[config.mk]
export PLATFORM = sky130hd
export DESIGN_NAME = ms_to_hms_decoder
export DESIGN_NICKNAME = d
export VERILOG_FILES = /design/src/rtl/ms_to_hms_decoder_pkg.sv /design/src/rtl/ms_to_hms_decoder_seq_const_div_step.sv /design/src/rtl/ms_to_hms_decoder.sv
export SDC_FILE = /design/constraint.sdc
export NUM_CORES = 1
export LEC_CHECK = 0
export CAP_MARGIN = 5
export CORE_MARGIN = 1
export CORE_UTILIZATION = 53
export CTS_CLUSTER_SIZE = 40
export DETAILED_ROUTE_END_ITERATION = 16
export GPL_TIMING_DRIVEN = 1
export PLACE_DENSITY = 0.75
export SYNTH_ARGS = -nofsm -noshare
export SYNTH_HDL_FRONTEND = slang
export SYNTH_SLANG_ARGS = --single-unit
[constraint.sdc]
create_clock -name clockSignal -period 3.1 [get_ports clockSignal]
set_input_delay 0.62 -clock clockSignal [delete_from_list [all_inputs] [get_ports clockSignal]]
set_output_delay 0.62 -clock clockSignal [all_outputs]
set_load 0.02 [all_outputs]
[src/rtl/ms_to_hms_decoder_pkg.sv]
// Shared constants, FSM state encoding and BCD helper for the centisecond-to-d/h/m/s/cs decoder.
package ms_to_hms_decoder_pkg;

    localparam int CNT_W        = 32;
    localparam int DAYS_W       = 10;
    localparam int BCD_W        = 8;
    localparam int CONV_LATENCY = 130;

    localparam logic [BCD_W-1:0] DIV_CENTI = 8'd100;
    localparam logic [BCD_W-1:0] DIV_SEC   = 8'd60;
    localparam logic [BCD_W-1:0] DIV_MIN   = 8'd60;
    localparam logic [BCD_W-1:0] DIV_HOUR  = 8'd24;

    typedef enum logic [1:0] {
        ST_IDLE,
        ST_DIV,
        ST_BCD,
        ST_DONE
    } state_t;

    // Two packed BCD digits; callers guarantee v < 100.
    function automatic logic [BCD_W-1:0] to_bcd(input logic [BCD_W-1:0] v);
        return BCD_W'(((v / 8'd10) << 4) | (v % 8'd10));
    endfunction

endpackage

[src/rtl/ms_to_hms_decoder_seq_const_div_step.sv]
// One restoring shift-subtract division iteration: shifts the next dividend bit into the
// partial remainder and subtracts the divisor when it fits. Purely combinational.
module seq_const_div_step
    import ms_to_hms_decoder_pkg::*;
(
    input  logic [BCD_W-1:0] i_rem,
    input  logic             i_qbit,
    input  logic [BCD_W-1:0] i_divisor,
    output logic [BCD_W-1:0] o_rem,
    output logic             o_qbit
);

    logic [BCD_W:0] w_trial;
    logic [BCD_W:0] w_diff;

    // Remainder stays below the divisor (<=100), so the trial is <200 and a 9-bit
    // subtraction wraps into bit 8 exactly when the divisor does not fit.
    assign w_trial = {i_rem, i_qbit};
    assign w_diff  = w_trial - {1'b0, i_divisor};
    assign o_qbit  = ~w_diff[BCD_W];
    assign o_rem   = o_qbit ? w_diff[BCD_W-1:0] : w_trial[BCD_W-1:0];

endmodule

[src/rtl/ms_to_hms_decoder.sv]
// Converts a centisecond tick count into binary days plus BCD hours/minutes/seconds/centis
// using one shared shift-subtract divider stepped through /100, /60, /60, /24.
module ms_to_hms_decoder
    import ms_to_hms_decoder_pkg::*;
#(
    parameter int COUNT_WIDTH = 32
) (
    input  logic                   clockSignal,
    input  logic                   reset,
    input  logic                   startConvert,
    input  logic [COUNT_WIDTH-1:0] countValue,
    output logic                   busy,
    output logic                   convertDone,
    output logic [DAYS_W-1:0]      daysOut,
    output logic [BCD_W-1:0]       hoursBcd,
    output logic [BCD_W-1:0]       minutesBcd,
    output logic [BCD_W-1:0]       secondsBcd,
    output logic [BCD_W-1:0]       centisBcd
);

    localparam int         CONV_CYCLES = CONV_LATENCY;
    // Latency = capture edge + one load cycle + 128 iterations + BCD cycle.
    localparam logic [6:0] LAST_ITER   = 7'(CONV_CYCLES - 3);

    state_t            r_state;
    state_t            w_next;
    logic [CNT_W-1:0]  r_count;
    logic [CNT_W-1:0]  r_quo;
    logic [BCD_W-1:0]  r_rem;
    logic [BCD_W-1:0]  r_rem_cs;
    logic [BCD_W-1:0]  r_rem_s;
    logic [BCD_W-1:0]  r_rem_m;
    logic [BCD_W-1:0]  r_rem_h;
    logic [6:0]        r_iter;
    logic              r_load;
    logic [DAYS_W-1:0] r_days;
    logic [BCD_W-1:0]  r_hours;
    logic [BCD_W-1:0]  r_mins;
    logic [BCD_W-1:0]  r_secs;
    logic [BCD_W-1:0]  r_centis;

    logic [1:0]        w_pass;
    logic [4:0]        w_step;
    logic [BCD_W-1:0]  w_divisor;
    logic [BCD_W-1:0]  w_rem_in;
    logic [BCD_W-1:0]  w_rem_next;
    logic              w_qbit;

    assign w_pass   = r_iter[6:5];
    assign w_step   = r_iter[4:0];
    // Each pass restarts with an empty remainder; the quotient register already holds the next dividend.
    assign w_rem_in = (w_step == 5'd0) ? '0 : r_rem;

    always_comb begin
        w_divisor = DIV_CENTI;
        case (w_pass)
            2'd0:    w_divisor = DIV_CENTI;
            2'd1:    w_divisor = DIV_SEC;
            2'd2:    w_divisor = DIV_MIN;
            default: w_divisor = DIV_HOUR;
        endcase
    end

    seq_const_div_step u_step (
        .i_rem     (w_rem_in),
        .i_qbit    (r_quo[CNT_W-1]),
        .i_divisor (w_divisor),
        .o_rem     (w_rem_next),
        .o_qbit    (w_qbit)
    );

    always_ff @(posedge clockSignal) begin
        if (reset) begin
            r_state <= ST_IDLE;
        end else begin
            r_state <= w_next;
        end
    end

    always_comb begin
        w_next = r_state;
        case (r_state)
            ST_IDLE: if (startConvert) w_next = ST_DIV;
            ST_DIV:  if (!r_load && (r_iter == LAST_ITER)) w_next = ST_BCD;
            ST_BCD:  w_next = ST_DONE;
            default: w_next = ST_IDLE;
        endcase
    end

    always_ff @(posedge clockSignal) begin
        if (reset) begin
            r_count  <= '0;
            r_quo    <= '0;
            r_rem    <= '0;
            r_rem_cs <= '0;
            r_rem_s  <= '0;
            r_rem_m  <= '0;
            r_rem_h  <= '0;
            r_iter   <= '0;
            r_load   <= 1'b0;
            r_days   <= '0;
            r_hours  <= '0;
            r_mins   <= '0;
            r_secs   <= '0;
            r_centis <= '0;
        end else begin
            case (r_state)
                ST_IDLE: begin
                    if (startConvert) begin
                        r_count <= CNT_W'(countValue);
                        r_load  <= 1'b1;
                        r_iter  <= '0;
                    end
                end
                ST_DIV: begin
                    if (r_load) begin
                        r_quo  <= r_count;
                        r_load <= 1'b0;
                    end else begin
                        r_quo  <= {r_quo[CNT_W-2:0], w_qbit};
                        r_rem  <= w_rem_next;
                        r_iter <= r_iter + 7'd1;
                        if (w_step == 5'd31) begin
                            case (w_pass)
                                2'd0:    r_rem_cs <= w_rem_next;
                                2'd1:    r_rem_s  <= w_rem_next;
                                2'd2:    r_rem_m  <= w_rem_next;
                                default: r_rem_h  <= w_rem_next;
                            endcase
                        end
                    end
                end
                ST_BCD: begin
                    r_days   <= r_quo[DAYS_W-1:0];
                    r_hours  <= to_bcd(r_rem_h);
                    r_mins   <= to_bcd(r_rem_m);
                    r_secs   <= to_bcd(r_rem_s);
                    r_centis <= to_bcd(r_rem_cs);
                end
                default: ;
            endcase
        end
    end

    assign busy        = (r_state != ST_IDLE);
    assign convertDone = (r_state == ST_DONE);
    assign daysOut     = r_days;
    assign hoursBcd    = r_hours;
    assign minutesBcd  = r_mins;
    assign secondsBcd  = r_secs;
    assign centisBcd   = r_centis;

endmodule

==> impl_metrics.csv <==
group,metric,value,unit
run_status,run_status,"finished with violations",
run_status,violations,"setup timing",
min_path,hp-class,"flip-flop to flip-flop",
clock_network,cts_made_buffers,17,
timing,slew_viol_final,0,
grt,antenna_found_initial,0,
pwr,pwr-share-clk,30.1,%
grt,grt_remaining_overflow,0,
placed_design,post_dp_cell_area,0.0101,sq mm
worst_setup_path,end_kind,"flip-flop",
layout,fill_cells,1452,
placed_design,portBuffers,78,
synth,synth_top_area_share,34.7,%
timing,fin_crit_sh,105,%
grt,grt_use_met1,34.9,%
layout,drive_gt1_share,12.5,%
clock_network,cts_max_level,4,
worst_setup_path,cp_slowest_cell,"or4b_4",
timing,hold_viol,0,
grt,grt_pass1_vias,7699,
synth,ys_seq_area_share,34.7,%
pwr,power_switching,2.42,mW
pwr,swShare,35.8,%
routing,vias_per_cell,5.84,
clock_network,cts-root-buf,"clkbuf_16",
grt,grt_use_met3,4.88,%
clock_network,cts_buffer_depth,2,
timing,finClkSkew,0.0113,ns
routing,drc,0,
timing,fmax,308,MHz
grt,grt_pass1_wl,37600,microns
die,coreArea,0.0166,sq mm
worst_setup_path,crit_path_cell_trace,"inv_2 > ha_4 > or4b_4 > nand2_4 > ha_4 > inv_2 > fa_2 > a21o_1 > a21o_1 > a211o_1 > o211a_4 > buf_4 > o32ai_2 > buf_4 > nor2_1 > a211oi_1",
die,pin_count,79,
placed_design,dpl_worst_slack,-0.223,ns
routing,first_pass_iters,8,
layout,syn_to_final_growth,20.8,%
pwr,seqPwrFrac,38.9,%
pwr,ir_drop,0.000518,V
synth,async_flop_share,0,%
flow_run,drv_cap,0,
synth,synth.area.top_cells,"dfxtp_1, mux2i_1, nor2_1",
synth,yosysWarnings,0,
worst_setup_path,cp_data_arrival_time,3.59,ns
die,rows,47,
layout,antenna_cells,0,
pwr,internal-power,4.35,mW
pwr,comb_power_share,31.0,%
timing,maxSlewHeadroom,42.0,%
clock_network,path_clk_slew,0.07,ns
routing,wirelength,22300,microns
synth,synth.avg_cell_area,7.84,sq um
synth,synth_cells,1149,
routing,antenna_left,0,
worst_setup_path,crit_type,"flip-flop to flip-flop",
worst_setup_path,cp_slowest_stage_delay,0.49,ns
clock_network,cts_hold_buf,0,
grt,grtUsageMet2,41.9,%
worst_setup_path,critPathLaunch,"r_iter[0]$_SDFFE_PP0P_",
synth,synth_top_cell_by_area,"dfxtp_1",
worst_setup_path,startpoint_type,"flip-flop",
synth,synth_edf_count,0,
pwr,cellPowerDensity,622,mW/mm^2
placed_design,routabilityCongestion,0.919,
timing,worst_pin_slew,0.869,ns
grt,track_usage,26.0,%
timing,fin_ws,-0.147,ns
pwr,p_leak,3.82,nW
grt,top_usage_layer,"met2",
routing,drtIter0Drc,878,
layout,nets,1269,
worst_setup_path,r2r_start,"r_iter[0]$_SDFFE_PP0P_",
synth,synth.distinct_cells,86,
layout,design_area,0.0109,sq mm
timing,holdWs,0.453,ns
die,start_util,54.3,%
routing,wire_per_inst,15.4,microns
die,die_area,0.0175,sq mm
timing,setup_violations,31,
clock_network,clock-sinks,156,
die,die_y,132,microns
timing,fin_crit,3.25,ns
die,die_x,132,microns
min_path,hp-start,"r_count[2]$_SDFFE_PP0P_",
routing,via_count,8441,
synth,ys_seq_elements,156,
clock_network,cts_tree,"built",
worst_setup_path,required,3.44,ns
synth,syn_nets,1205,
timing,rsz0062_at_grt,"yes",
placed_design,hpwl,15100,microns
synth,synth_ff_type,"dfxtp_1",
synth,syn_area,0.00901,sq mm
grt,grt_start_max_net_pins,74,
worst_setup_path,critical_path.max_fanout,5,
clock_network,clk-insertion-delay-late,0.43,ns
## flip-flops by register name, summed over array words and instances, names as in the netlist
signal,cells
r_quo,32
centisBcd,8
minutesBcd,8
daysOut,10
r_count,32
r_rem_s,8
r_rem_m,8
r_rem,8
r_rem_cs,8
r_state,2
hoursBcd,8
secondsBcd,8
r_rem_h,8
r_iter,7
r_load,1
## metrics by stage
step                      cells  util (%)  setup TNS [ns]  total power [mW]
final                      1446      65.6           -3.08              6.77
after global routing       1446      65.6           -6.79              7.16
after CTS                  1444      65.3           -2.87              6.78
after detailed placement   1408      61.2           -2.92              4.71
after global placement     1408      61.2           -1.47              4.68
after floorplan            1149         -           -1.79              4.08
## per-layer routing
layer  vias up  routed length [microns]
met5         -                        0
met4         0                      391
met3        33                     1190
met2       247                    10400
met1      3917                    10400
li1       4244                        -
## cells by family after synthesis
group | share of synthesized area [%]
multiplexers | 6.65
flip-flops | 34.7
AO/OA/AOI/OAI | 25.4
XOR/XNOR | 2.53
adder cells (fa/ha/maj) | 3.00
buffers and inverters | 5.65
AND/OR/NAND/NOR | 22.1
## cell usage in the layout (no fill, tap or decap), types with 16 or more instances in the layout
master / n
a211oi_1: 53
a21oi_1: 93
buf_4: 61
clkbuf_16: 17
clkdlybuf4s50_1: 77
dfxtp_1: 154
ha_1: 16
inv_1: 28
mux2i_1: 55
nand2_1: 139
nand2b_1: 16
nand3_1: 28
nor2_1: 143
nor3_1: 26
o21ai_0: 40
## cell type report
cell class / instances / area (sq um) / area share (%)
multi-input combinational: 865 / 5520 / 50.7
clock buffer: 18 / 429 / 3.94
clock inverter: 14 / 151 / 1.39
tap: 220 / 275 / 2.53
sequential: 156 / 3130 / 28.7
timing repair buffer: 141 / 1260 / 11.6
inverter: 32 / 120 / 1.10
## critical path, delay by kind of cell, from the launching register on
| kind | cells | cell delay (ns) |
|---|---|---|
| AO/OA/AOI/OAI | 6 | 1.20 |
| AND/OR/NAND/NOR | 3 | 0.61 |
| adder cells (fa/ha/maj) | 3 | 0.58 |
| buffers and inverters | 4 | 0.42 |
| flip-flops | 1 | 0.33 |
## final timing paths
path | endpoint | slack [ns] | depth (start not counted)
worst min register to register | r_count[2]$_SDFFE_PP0P_ | 0.45 | 2
worst min-delay path | r_count[2]$_SDFFE_PP0P_ | 0.45 | 2
worst max register to register | r_rem_h[3]$_SDFFE_PP0P_ | -0.15 | 16
worst max-delay path | r_rem_h[3]$_SDFFE_PP0P_ | -0.15 | 16
## repair_timing
item / 4_1_cts / 5_1_grt
pin swaps: 26 / 8
endpoints found under the hold margin: 0 / 0
setup endpoints to repair: 29 / 31
setup buffers: 5 / 3
gates resized for setup: 20 / 9
## power by group through the flow
stage / registers, mW / clock network [mW] / logic (mW)
floorplan: 2.71 / 0 / 1.37
global placement: 2.67 / 0 / 2.01
detailed placement: 2.67 / 0 / 2.04
CTS: 2.63 / 2.06 / 2.09
global route: 2.68 / 2.15 / 2.33
finish: 2.63 / 2.04 / 2.10
## synth_stat cells (6+ instances only)
library cell and count:
a22oi_1 8, a31oi_1 10, nand2_1 140, ha_1 20, a211oi_1 59, nor3b_1 11
and2_1 6, nand3_1 28, o211ai_1 14, or3_1 6, inv_1 31, xor2_1 11
xnor2_1 15, o221ai_1 6, nor3_1 29, clkbuf_1 61, nand3b_1 8, mux2i_1 55
nor2b_1 14, buf_2 19, nand2b_1 16, o21ai_0 44, dfxtp_1 156, nor2_1 146
buf_1 14, a21oi_1 95
(Power assumes the default switching activity.)
